===== config.mk =====
export PLATFORM = sky130hd
export DESIGN_NAME = seg7_capture
export DESIGN_NICKNAME = d
export VERILOG_FILES = /design/src/rtl/seg7_capture.sv
export SDC_FILE = /design/constraint.sdc
export NUM_CORES = 1
export LEC_CHECK = 0
export CORE_MARGIN = 1.5
export CORE_UTILIZATION = 27
export CTS_BUF_LIST = sky130_fd_sc_hd__clkbuf_4
export DETAILED_ROUTE_END_ITERATION = 12
export PLACE_DENSITY = 0.49
export SYNTH_ARGS = -nofsm -noshare
export SYNTH_HDL_FRONTEND = slang
export SYNTH_SLANG_ARGS = --single-unit

===== constraint.sdc =====
create_clock -name clk_100MHz -period 6.5 [get_ports clk_100MHz]
set_input_delay 1.3 -clock clk_100MHz [delete_from_list [all_inputs] [get_ports clk_100MHz]]
set_output_delay 1.3 -clock clk_100MHz [all_outputs]
set_load 0.1 [all_outputs]

===== src/rtl/seg7_capture.sv =====
// seg7_capture: samples a multiplexed, active-low 4-digit 7-segment display bus
// and turns it back into four BCD digits, one complete frame at a time.
module seg7_capture #(
    parameter int unsigned SETTLE_CYCLES  = 16,
    parameter int unsigned TIMEOUT_CYCLES = 250_000
) (
    input  logic       clk_100MHz,
    input  logic       reset,
    input  logic [0:6] seg,
    input  logic [3:0] digit,
    output logic [3:0] ones,
    output logic [3:0] tens,
    output logic [3:0] hundreds,
    output logic [3:0] thousands,
    output logic       frame_valid,
    output logic       pattern_err,
    output logic       stale
);

    localparam int unsigned SW = (SETTLE_CYCLES > 1) ? $clog2(SETTLE_CYCLES) : 1;
    localparam int unsigned TW = (TIMEOUT_CYCLES > 1) ? $clog2(TIMEOUT_CYCLES) : 1;
    localparam logic [SW-1:0] SETTLE_LAST  = SW'(SETTLE_CYCLES - 1);
    localparam logic [TW-1:0] TIMEOUT_LAST = TW'(TIMEOUT_CYCLES - 1);

    typedef enum logic [1:0] {
        WAIT_SEL = 2'd0,
        SETTLE   = 2'd1,
        HOLD     = 2'd2
    } state_t;

    state_t        state;
    logic [0:6]    seg_q;
    logic [0:6]    seg_p;
    logic [3:0]    digit_q;
    logic [3:0]    digit_p;
    logic [SW-1:0] settle_cnt;
    logic [TW-1:0] timeout_cnt;
    logic [3:0]    mask;
    logic [3:0]    shadow [4];

    logic          legal_c;
    logic [1:0]    slot_c;
    logic          digit_chg_c;
    logic          changed_c;
    logic [3:0]    bcd_c;
    logic          bcd_ok_c;
    logic          settle_done_c;
    logic          cap_ok_c;
    logic          cap_bad_c;
    logic          frame_c;
    logic          timeout_c;
    logic [3:0]    mask_next_c;

    // Anode select: legality and which shadow slot it addresses
    always_comb begin
        legal_c = 1'b1;
        slot_c  = 2'd0;
        case (digit_q)
            4'b1110: slot_c = 2'd0;
            4'b1101: slot_c = 2'd1;
            4'b1011: slot_c = 2'd2;
            4'b0111: slot_c = 2'd3;
            default: legal_c = 1'b0;
        endcase
    end

    // Segment pattern to BCD; anything off-table is flagged illegal
    always_comb begin
        bcd_c    = 4'd0;
        bcd_ok_c = 1'b1;
        case (seg_q)
            7'b0000001: bcd_c = 4'd0;
            7'b1001111: bcd_c = 4'd1;
            7'b0010010: bcd_c = 4'd2;
            7'b0000110: bcd_c = 4'd3;
            7'b1001100: bcd_c = 4'd4;
            7'b0100100: bcd_c = 4'd5;
            7'b0100000: bcd_c = 4'd6;
            7'b0001111: bcd_c = 4'd7;
            7'b0000000: bcd_c = 4'd8;
            7'b0000100: bcd_c = 4'd9;
            default:    bcd_ok_c = 1'b0;
        endcase
    end

    // Capture, frame-completion and timeout events for this cycle
    always_comb begin
        digit_chg_c   = (digit_q != digit_p);
        changed_c     = digit_chg_c || (seg_q != seg_p);
        settle_done_c = (state == SETTLE) && legal_c && !changed_c
                        && (settle_cnt == SETTLE_LAST);
        cap_ok_c      = settle_done_c && bcd_ok_c;
        cap_bad_c     = settle_done_c && !bcd_ok_c;
        frame_c       = (mask == 4'b1111);
        timeout_c     = (timeout_cnt == TIMEOUT_LAST) && !cap_ok_c;
    end

    // Next captured mask: frame copy or timeout empties it, a same-cycle capture still lands
    always_comb begin
        mask_next_c = mask;
        if (frame_c || timeout_c) begin
            mask_next_c = 4'b0000;
        end
        if (cap_ok_c) begin
            mask_next_c[slot_c] = 1'b1;
        end
        if (cap_bad_c) begin
            mask_next_c[slot_c] = 1'b0;
        end
    end

    // Input registers, settle FSM, shadow slots, frame output and timeout tracking
    always_ff @(posedge clk_100MHz) begin
        if (reset) begin
            state       <= WAIT_SEL;
            seg_q       <= '1;
            seg_p       <= '1;
            digit_q     <= '1;
            digit_p     <= '1;
            settle_cnt  <= '0;
            timeout_cnt <= '0;
            mask        <= 4'b0000;
            for (int i = 0; i < 4; i++) begin
                shadow[i] <= 4'd0;
            end
            ones        <= 4'd0;
            tens        <= 4'd0;
            hundreds    <= 4'd0;
            thousands   <= 4'd0;
            frame_valid <= 1'b0;
            pattern_err <= 1'b0;
            stale       <= 1'b1;
        end else begin
            seg_q       <= seg;
            digit_q     <= digit;
            seg_p       <= seg_q;
            digit_p     <= digit_q;
            frame_valid <= 1'b0;
            pattern_err <= 1'b0;

            case (state)
                WAIT_SEL: begin
                    if (legal_c) begin
                        state      <= SETTLE;
                        settle_cnt <= '0;
                    end
                end
                SETTLE: begin
                    if (!legal_c) begin
                        state <= WAIT_SEL;
                    end else if (changed_c) begin
                        settle_cnt <= '0;
                    end else if (settle_cnt == SETTLE_LAST) begin
                        state <= HOLD;
                    end else begin
                        settle_cnt <= settle_cnt + SW'(1);
                    end
                end
                HOLD: begin
                    if (!legal_c) begin
                        state <= WAIT_SEL;
                    end else if (digit_chg_c) begin
                        state      <= SETTLE;
                        settle_cnt <= '0;
                    end
                end
                default: state <= WAIT_SEL;
            endcase

            if (cap_ok_c) begin
                shadow[slot_c] <= bcd_c;
            end
            if (cap_bad_c) begin
                pattern_err <= 1'b1;
            end
            mask <= mask_next_c;

            if (frame_c) begin
                ones        <= shadow[0];
                tens        <= shadow[1];
                hundreds    <= shadow[2];
                thousands   <= shadow[3];
                frame_valid <= 1'b1;
            end

            if (cap_ok_c) begin
                timeout_cnt <= '0;
            end else if (timeout_cnt != TIMEOUT_LAST) begin
                timeout_cnt <= timeout_cnt + TW'(1);
            end

            if (frame_c) begin
                stale <= 1'b0;
            end else if (timeout_c) begin
                stale <= 1'b1;
            end
        end
    end

endmodule


==> metrics.md, run 1 <==
| Metric | Value |
|---|---|
| Startpoint types | flop |
| Hold Path Depth | 2 |
| Worst Path Max Fanout | 2 |
| Top Family by Delay on Critical Path | buffers and inverters |
| Total gr overflow | 0 |
| Routed Antenna Nets | 0 |
| Die Area | 13830 sq um |
| Worst VDD drop | 0.07188 mV |
| Ys flop type | dfxtp_1 |
| Port bufs | 31 |
| Setup violators final | 0 |
| CP Buf/Inv Count | 1 |
| Number of global-route vias before repair | 2438 |
| Max-cap violations | 0 |
| Asr flop ratio synth | 0 |
| Post-Syn Area per Cell | slightly above 9 sq um |
| Setup crit end kind | output port |
| CTS max path bufs | 2 |
| Period utilization | 0.5011 |
| Post-CTS Resized | 0 |
| Share of layout cells above drive strength 1 | 0.1171 |
| Worst hold-check path type | reg2reg |
| Number of distinct library cells after synthesis | 49 |
| Clock sinks | 85 |
| Starting DRT DRC Count | ~110 |
| Clock-pin slew on the worst setup and hold paths | around 0.14 ns |
| Clk root buf | clkbuf_4 |
| Post-detail-place hpwl | between 4000 and 5000 um |
| Global-route wire length before repair | roughly 11000 um |
| CP peak stage delay | ~1.1 ns |
| Die span in y | 117.6 um |
| Pre-CTS setup slack | 3.174 ns |
| Outcome | completed |
| RSZ-0062 raised after global routing | no |
| Clock latency on the worst-skew pair | around 0.44 ns |
| DP Area | about 4000 sq um |
| Hold bufs inserted after CTS | 0 |
| Via count | ~2500 |
| HP Start | hundreds[1] |
| GRT Util Overall | 0.1017 |
| Num rows | between 40 and 50 |
| Commonest cells after routing, fill and taps aside | dfxtp_1, nand2_1, nor2_1, clkdlybuf4s50_1, a21oi_1 |
| R2R setup slack | 4.03 ns |
| Layout Nets | 420 |
| GP Congestion | slightly below 0.8 |
| Yosys warning count | 0 |
| ANT cells | 0 |
| Post-CTS Setup Bufs | 0 |
| Sequential area share after synthesis | 0.5251 |
| EDFF count, synth | 16 |
| Syn Nets | ~390 |
| R2r startpoint | digit_q[1] |
| CP cell instances | clkdlybuf4s50_1 |
| Core Region | 12720 sq um |
| Total power | between 0.0009 and 0.001 W |
| CP Class | reg2out |
| Via density | approximately 4.4 |
| Setup ws final | between 3 and 4 ns |
| Pin count of the biggest net entering global routing | 52 |
| Fillers | 1382 |
| Slowest CP cell | clkdlybuf4s50_1 |
| DR DRC count | 0 |
| Least-Margin Pin Slew | between 0.9 and 1 ns |
| Slew Viols, Final | 0 |
| Min cycle time layout | about 3.3 ns |
| Final core occ | 0.3250 |
| Crit path DAT | just under 2 ns |
| Wirelength per Cell | ~11 um |
| WL final | 6608 um |
| Fin. Hold Viols | 0 |
| Chip width | 117.6 um |
| Peak Freq | between 300 and 400 MHz |
| Worst r2r dst | timeout_cnt[4] |
| H-Tree Depth | 3 |
| Slew headroom | 0.3499 |
| Hold endpoint | hundreds[1] |
| Worst Clk Skew | 0.02286 ns |
| Final setup TNS | 0 ns |
| Seq cells post-synth | 85 |
| Synth Instances | approximately 380 |
| Synth Cell Area | approximately 3500 sq um |
| Pleak | roughly 1.4 nW |
| CTS tree | yes |
| Initial antenna violation count | 0 |
| WP data required | approximately 5.2 ns |
| Initial Utilization | 0.2787 |
| Pwr/cell area | roughly 220 nW/um^2 |
| Cells on worst reg2reg path | 6 |
| Final instance area | slightly above 4000 sq um |
| Commonest non-fill, non-tap cell in the layout | dfxtp_1 |
| IO Count | 32 |
| Num CTS Buffers | 9 |
| DR pass1 iterations | 4 |
| Area added between synthesis and finish | 16.62% |
[through the flow]
step / hold WS [ns] / std cells
after floorplan: 0.4274 / 379
after global placement: 0.4487 / 566
after detailed placement: 0.4485 / 566
after CTS: 0.4675 / 582
after global routing: 0.4902 / 582
final: 0.4627 / 582
[layer usage]
metal / vias to the layer above / part of all wire / track usage
li1: 1333 / - / -
met1: 1157 / 0.51 / 0.1314
met2: 44 / 0.42 / 0.1553
met3: 9 / 0.049 / 0.03198
met4: 0 / 0.017 / 0.04573
met5: - / 0 / 0
[Yosys cell counts, types with 4 or more instances]
library cell | number | area, sq um
o21ai_0 | 5 | 25.02
edfxtp_1 | 16 | 480.5
o21bai_1 | 4 | 30.03
nor3_1 | 4 | 20.02
xor2_1 | 8 | 70.07
xnor2_1 | 21 | 183.9
clkbuf_1 | 8 | 30.03
a21oi_1 | 26 | 130.1
nand4_1 | 10 | 62.56
or2_2 | 22 | 137.6
buf_2 | 6 | 30.03
inv_1 | 9 | 33.78
nand2_1 | 53 | 198.9
a22oi_1 | 4 | 30.03
dfxtp_1 | 69 | 1381
nand3_1 | 13 | 65.06
nor2_1 | 50 | 187.7
[state kept, by name, indices dropped and copies added, names as in the netlist, 7 cells and up]
register,count
seg_q,7
timeout_cnt,18
shadow,16
seg_p,7
[final cells by class]
type	instances	area, sq um	area share
well taps	172	215.2	0.05204
inverters	9	33.78	0.008169
repair buffers	32	317.8	0.07685
clock inverters	6	71.32	0.01725
multi-input cells	268	1560	0.3773
flip-flops and latches	85	1862	0.4502
clock buffers	10	75.07	0.01815
[power breakdown]
part | total (W) | internal (W) | switching, W
sequential | 0.000562 | 0.000550 | 0.0000125
clock | 0.000316 | 0.000126 | 0.000190
combinational | 0.0000501 | 0.0000245 | 0.0000256
total | 0.000928 | 0.000700 | 0.000228
[worst max path at each step]
stage               startpoint            to  slack, ns  cells past startpoint
floorplan                reset  shadow[0][0]       4.17                      3
global placement         reset  shadow[2][3]       3.22                      7
detailed placement       reset  shadow[1][3]       3.17                      7
CTS                      stale         stale       3.20                      1
global route             stale         stale       3.14                      1
finish                   stale         stale       3.24                      1
[cell families (layout without fill, tap and decap cells)]
kind of cell	count (synthesis)	count (layout)	synth area share
adders and majority gates	2	2	0.007056
xor gates and xnor gates	29	29	0.07163
and+or+nand+nor	186	186	0.2646
buffers and inverters	26	57	0.03493
AOI/OAI and AO/OA	51	51	0.09668
DFF	85	85	0.5251
Note: power is estimated with default switching activity, not from simulation.
==> run 2, diff against run 1 <==
==> constraint.sdc (replaced) <==
create_clock -name clk_100MHz -period 3.11 [get_ports clk_100MHz]
set_input_delay 0.622 -clock clk_100MHz [delete_from_list [all_inputs] [get_ports clk_100MHz]]
set_output_delay 0.622 -clock clk_100MHz [all_outputs]
set_load 0.1 [all_outputs]
==> run 2 against run 1 <==
Critical path depth increased by 5. Die area unchanged. Sequential share of layout area increased by 0.52 points. Cell area decreased by 1.1%. Combinational power increased by 110%. Cell count increased by 0.17%. Largest cell class unchanged. Non-clock buffer count increased by 1. Utilization decreased by 0.37 points. Register-to-register slack got worse by 3.3 ns. Count of clock-buffer cells in the layout increased by 2. Worst setup slack got worse by 2.6 ns.
==> metrics.md, run 2 (synthesis gave the netlist of run 1 again) <==
| Metric | Value |
|---|---|
| Outcome | completed |
| Clock sinks | 85 (unchanged) |
| Num CTS Buffers | 9 (unchanged) |
| Min cycle time layout | between 2 and 2.5 ns |
| ANT cells | 0 (unchanged) |
| Clock-pin slew on the worst setup and hold paths | 0.12 ns (-0.02 ns) |
| Core Region | 12720 sq um (unchanged) |
| Layout Nets | 421 (+0.24%) |
| CP peak stage delay | 0.55 ns (-0.59 ns) |
| Post-CTS Resized | 0 (unchanged) |
| Initial Utilization | 0.2787 (unchanged) |
| H-Tree Depth | 3 (unchanged) |
| CP cell instances | and4b_1 > a211oi_1 > nor2b_1 > o2111ai_4 > nand2b_1 > a21oi_1 |
| Num rows | 41 (unchanged) |
| Max-cap violations | 0 (unchanged) |
| DP Area | 3949 sq um (-1.0%) |
| Number of global-route vias before repair | 2498 (+2.5%) |
| Period utilization | 0.7798 |
| Top Family by Delay on Critical Path | compound AO/OA/AOI/OAI gates |
| Final core occ | 0.3213 (-0.003737) |
| Setup crit end kind | flop |
| Port bufs | 31 (unchanged) |
| Worst Path Max Fanout | 18 (+16) |
| Post-detail-place hpwl | 4691 um (+2.5%) |
| Clk root buf | clkbuf_4 |
| CTS tree | yes |
| Pin count of the biggest net entering global routing | 51 (-1.9%) |
| Setup violators final | 0 (unchanged) |
| Final instance area | 4088 sq um (-1.1%) |
| Final setup TNS | 0 ns (unchanged) |
| Clock latency on the worst-skew pair | 0.45 ns (about the same) |
| Fin. Hold Viols | 0 (unchanged) |
| Worst Clk Skew | 0.02099 ns (-0.001873 ns) |
| Total gr overflow | 0 (unchanged) |
| Via count | 2571 (+1.1%) |
| Slowest CP cell | a211oi_1 |
| Wirelength per Cell | 11.34 um (-0.11%) |
| CP Buf/Inv Count | 0 (-1) |
| Slew Viols, Final | 0 (unchanged) |
| Multi-input combinational cell area | 1560 sq um (unchanged) |
| DR pass1 iterations | 4 (unchanged) |
| Hold bufs inserted after CTS | 0 (unchanged) |
| R2R setup slack | 0.68 ns (-3.35 ns) |
| Peak Freq | 412.3 MHz |
| Commonest cells after routing, fill and taps aside | dfxtp_1, nand2_1, nor2_1, a21oi_1, or2_2 |
| Most flops, register | timeout_cnt |
| CTS max path bufs | 2 (unchanged) |
| Sequential cell area | 1862 sq um (unchanged) |
| Max reg flops | 18 (unchanged) |
| Die span in y | 117.6 um (unchanged) |
| WP data required | 3.48 ns (-1.72 ns) |
| Pwr/cell area | 467.7 nW/um^2 (+110%) |
| Global-route wire length before repair | 11600 um (+2.4%) |
| WL final | 6612 um (about the same) |
| Regs by FF count | timeout_cnt x18, shadow x16 |
| Commonest non-fill, non-tap cell in the layout | dfxtp_1 |
| Fillers | 1377 (-0.36%) |
| Initial antenna violation count | 0 (unchanged) |
| Total power | 0.001912 W (+110%) |
| Worst VDD drop | 0.1930 mV (+170%) |
| Startpoint types | flop |
| Die Area | 13830 sq um (unchanged) |
| CP Class | reg2reg |
| Worst hold-check path type | reg2reg |
| Area added between synthesis and finish | 15.28% |
| GRT Util Overall | 0.1043 (+0.002609) |
| Post-CTS Setup Bufs | 0 (unchanged) |
| Chip width | 117.6 um (unchanged) |
| Least-Margin Pin Slew | 0.6989 ns (-0.2733 ns) |
| IO Count | 32 (unchanged) |
| Pleak | 1.474 nW (+2.9%) |
| Routed Antenna Nets | 0 (unchanged) |
| Starting DRT DRC Count | 113 (unchanged) |
| GP Congestion | 0.7393 (-4.2%) |
| Share of layout cells above drive strength 1 | 0.1655 (+0.04838) |
| RSZ-0062 raised after global routing | no |
| Slew headroom | 0.5327 (+0.1828) |
| DR DRC count | 0 (unchanged) |
| Via density | 4.410 (+0.93%) |
| Crit path DAT | 2.80 ns (+0.84 ns) |
[run 2: area by class of cell]
cell class,instances,area share
Sequential cell,85,0.4555
Multi-Input combinational cell,268,0.3817
Timing Repair Buffer,33,0.06795
Tap cell,172,0.05265
Clock buffer,12,0.02204
Clock inverter,4,0.01194
Inverter,9,0.008264
[run 2: report_power, final]
group / total (W) / internal (W) / leakage, nW / switching [W]
sequential: 0.00117 / 0.00115 / 0.714 / 0.0000256
combinational: 0.000105 / 0.0000513 / 0.682 / 0.0000538
clock: 0.000633 / 0.000272 / 0.0779 / 0.000361
total: 0.00191 / 0.00147 / 1.47 / 0.000440
[run 2: worst paths after layout]
kind	from	end	depth (start not counted)
worst max-delay path	digit_q[1]	timeout_cnt[4]	6
worst min-delay path	hundreds[2]	hundreds[2]	2
worst max register to register	digit_q[1]	timeout_cnt[4]	6
worst min register to register	hundreds[2]	hundreds[2]	2
[run 2: routing by layer]
layer	track usage	wire length [um]
met3	0.03973	313
met1	0.1339	3310
met5	0	0
met2	0.1586	2889
met4	0.03963	99
[run 2: metrics by stage]
stage          setup WS [ns]  hold slack, ns  cells
3_3_place_gp          0.6492          0.4473    567
4_1_cts               0.6255          0.4677    583
3_5_place_dp          0.6111          0.4449    567
2_1_floorplan          1.019          0.4274    379
6_report              0.6848          0.4644    583
5_1_grt               0.2759          0.4928    583
[run 2: tightest hold or removal path, delay by kind of cell (launching register included)]
family / cells / cell delay (ns)
AOI/OAI and AO/OA: 1 / 0.05
and+or+nand+nor: 1 / 0.05
DFF: 1 / 0.33
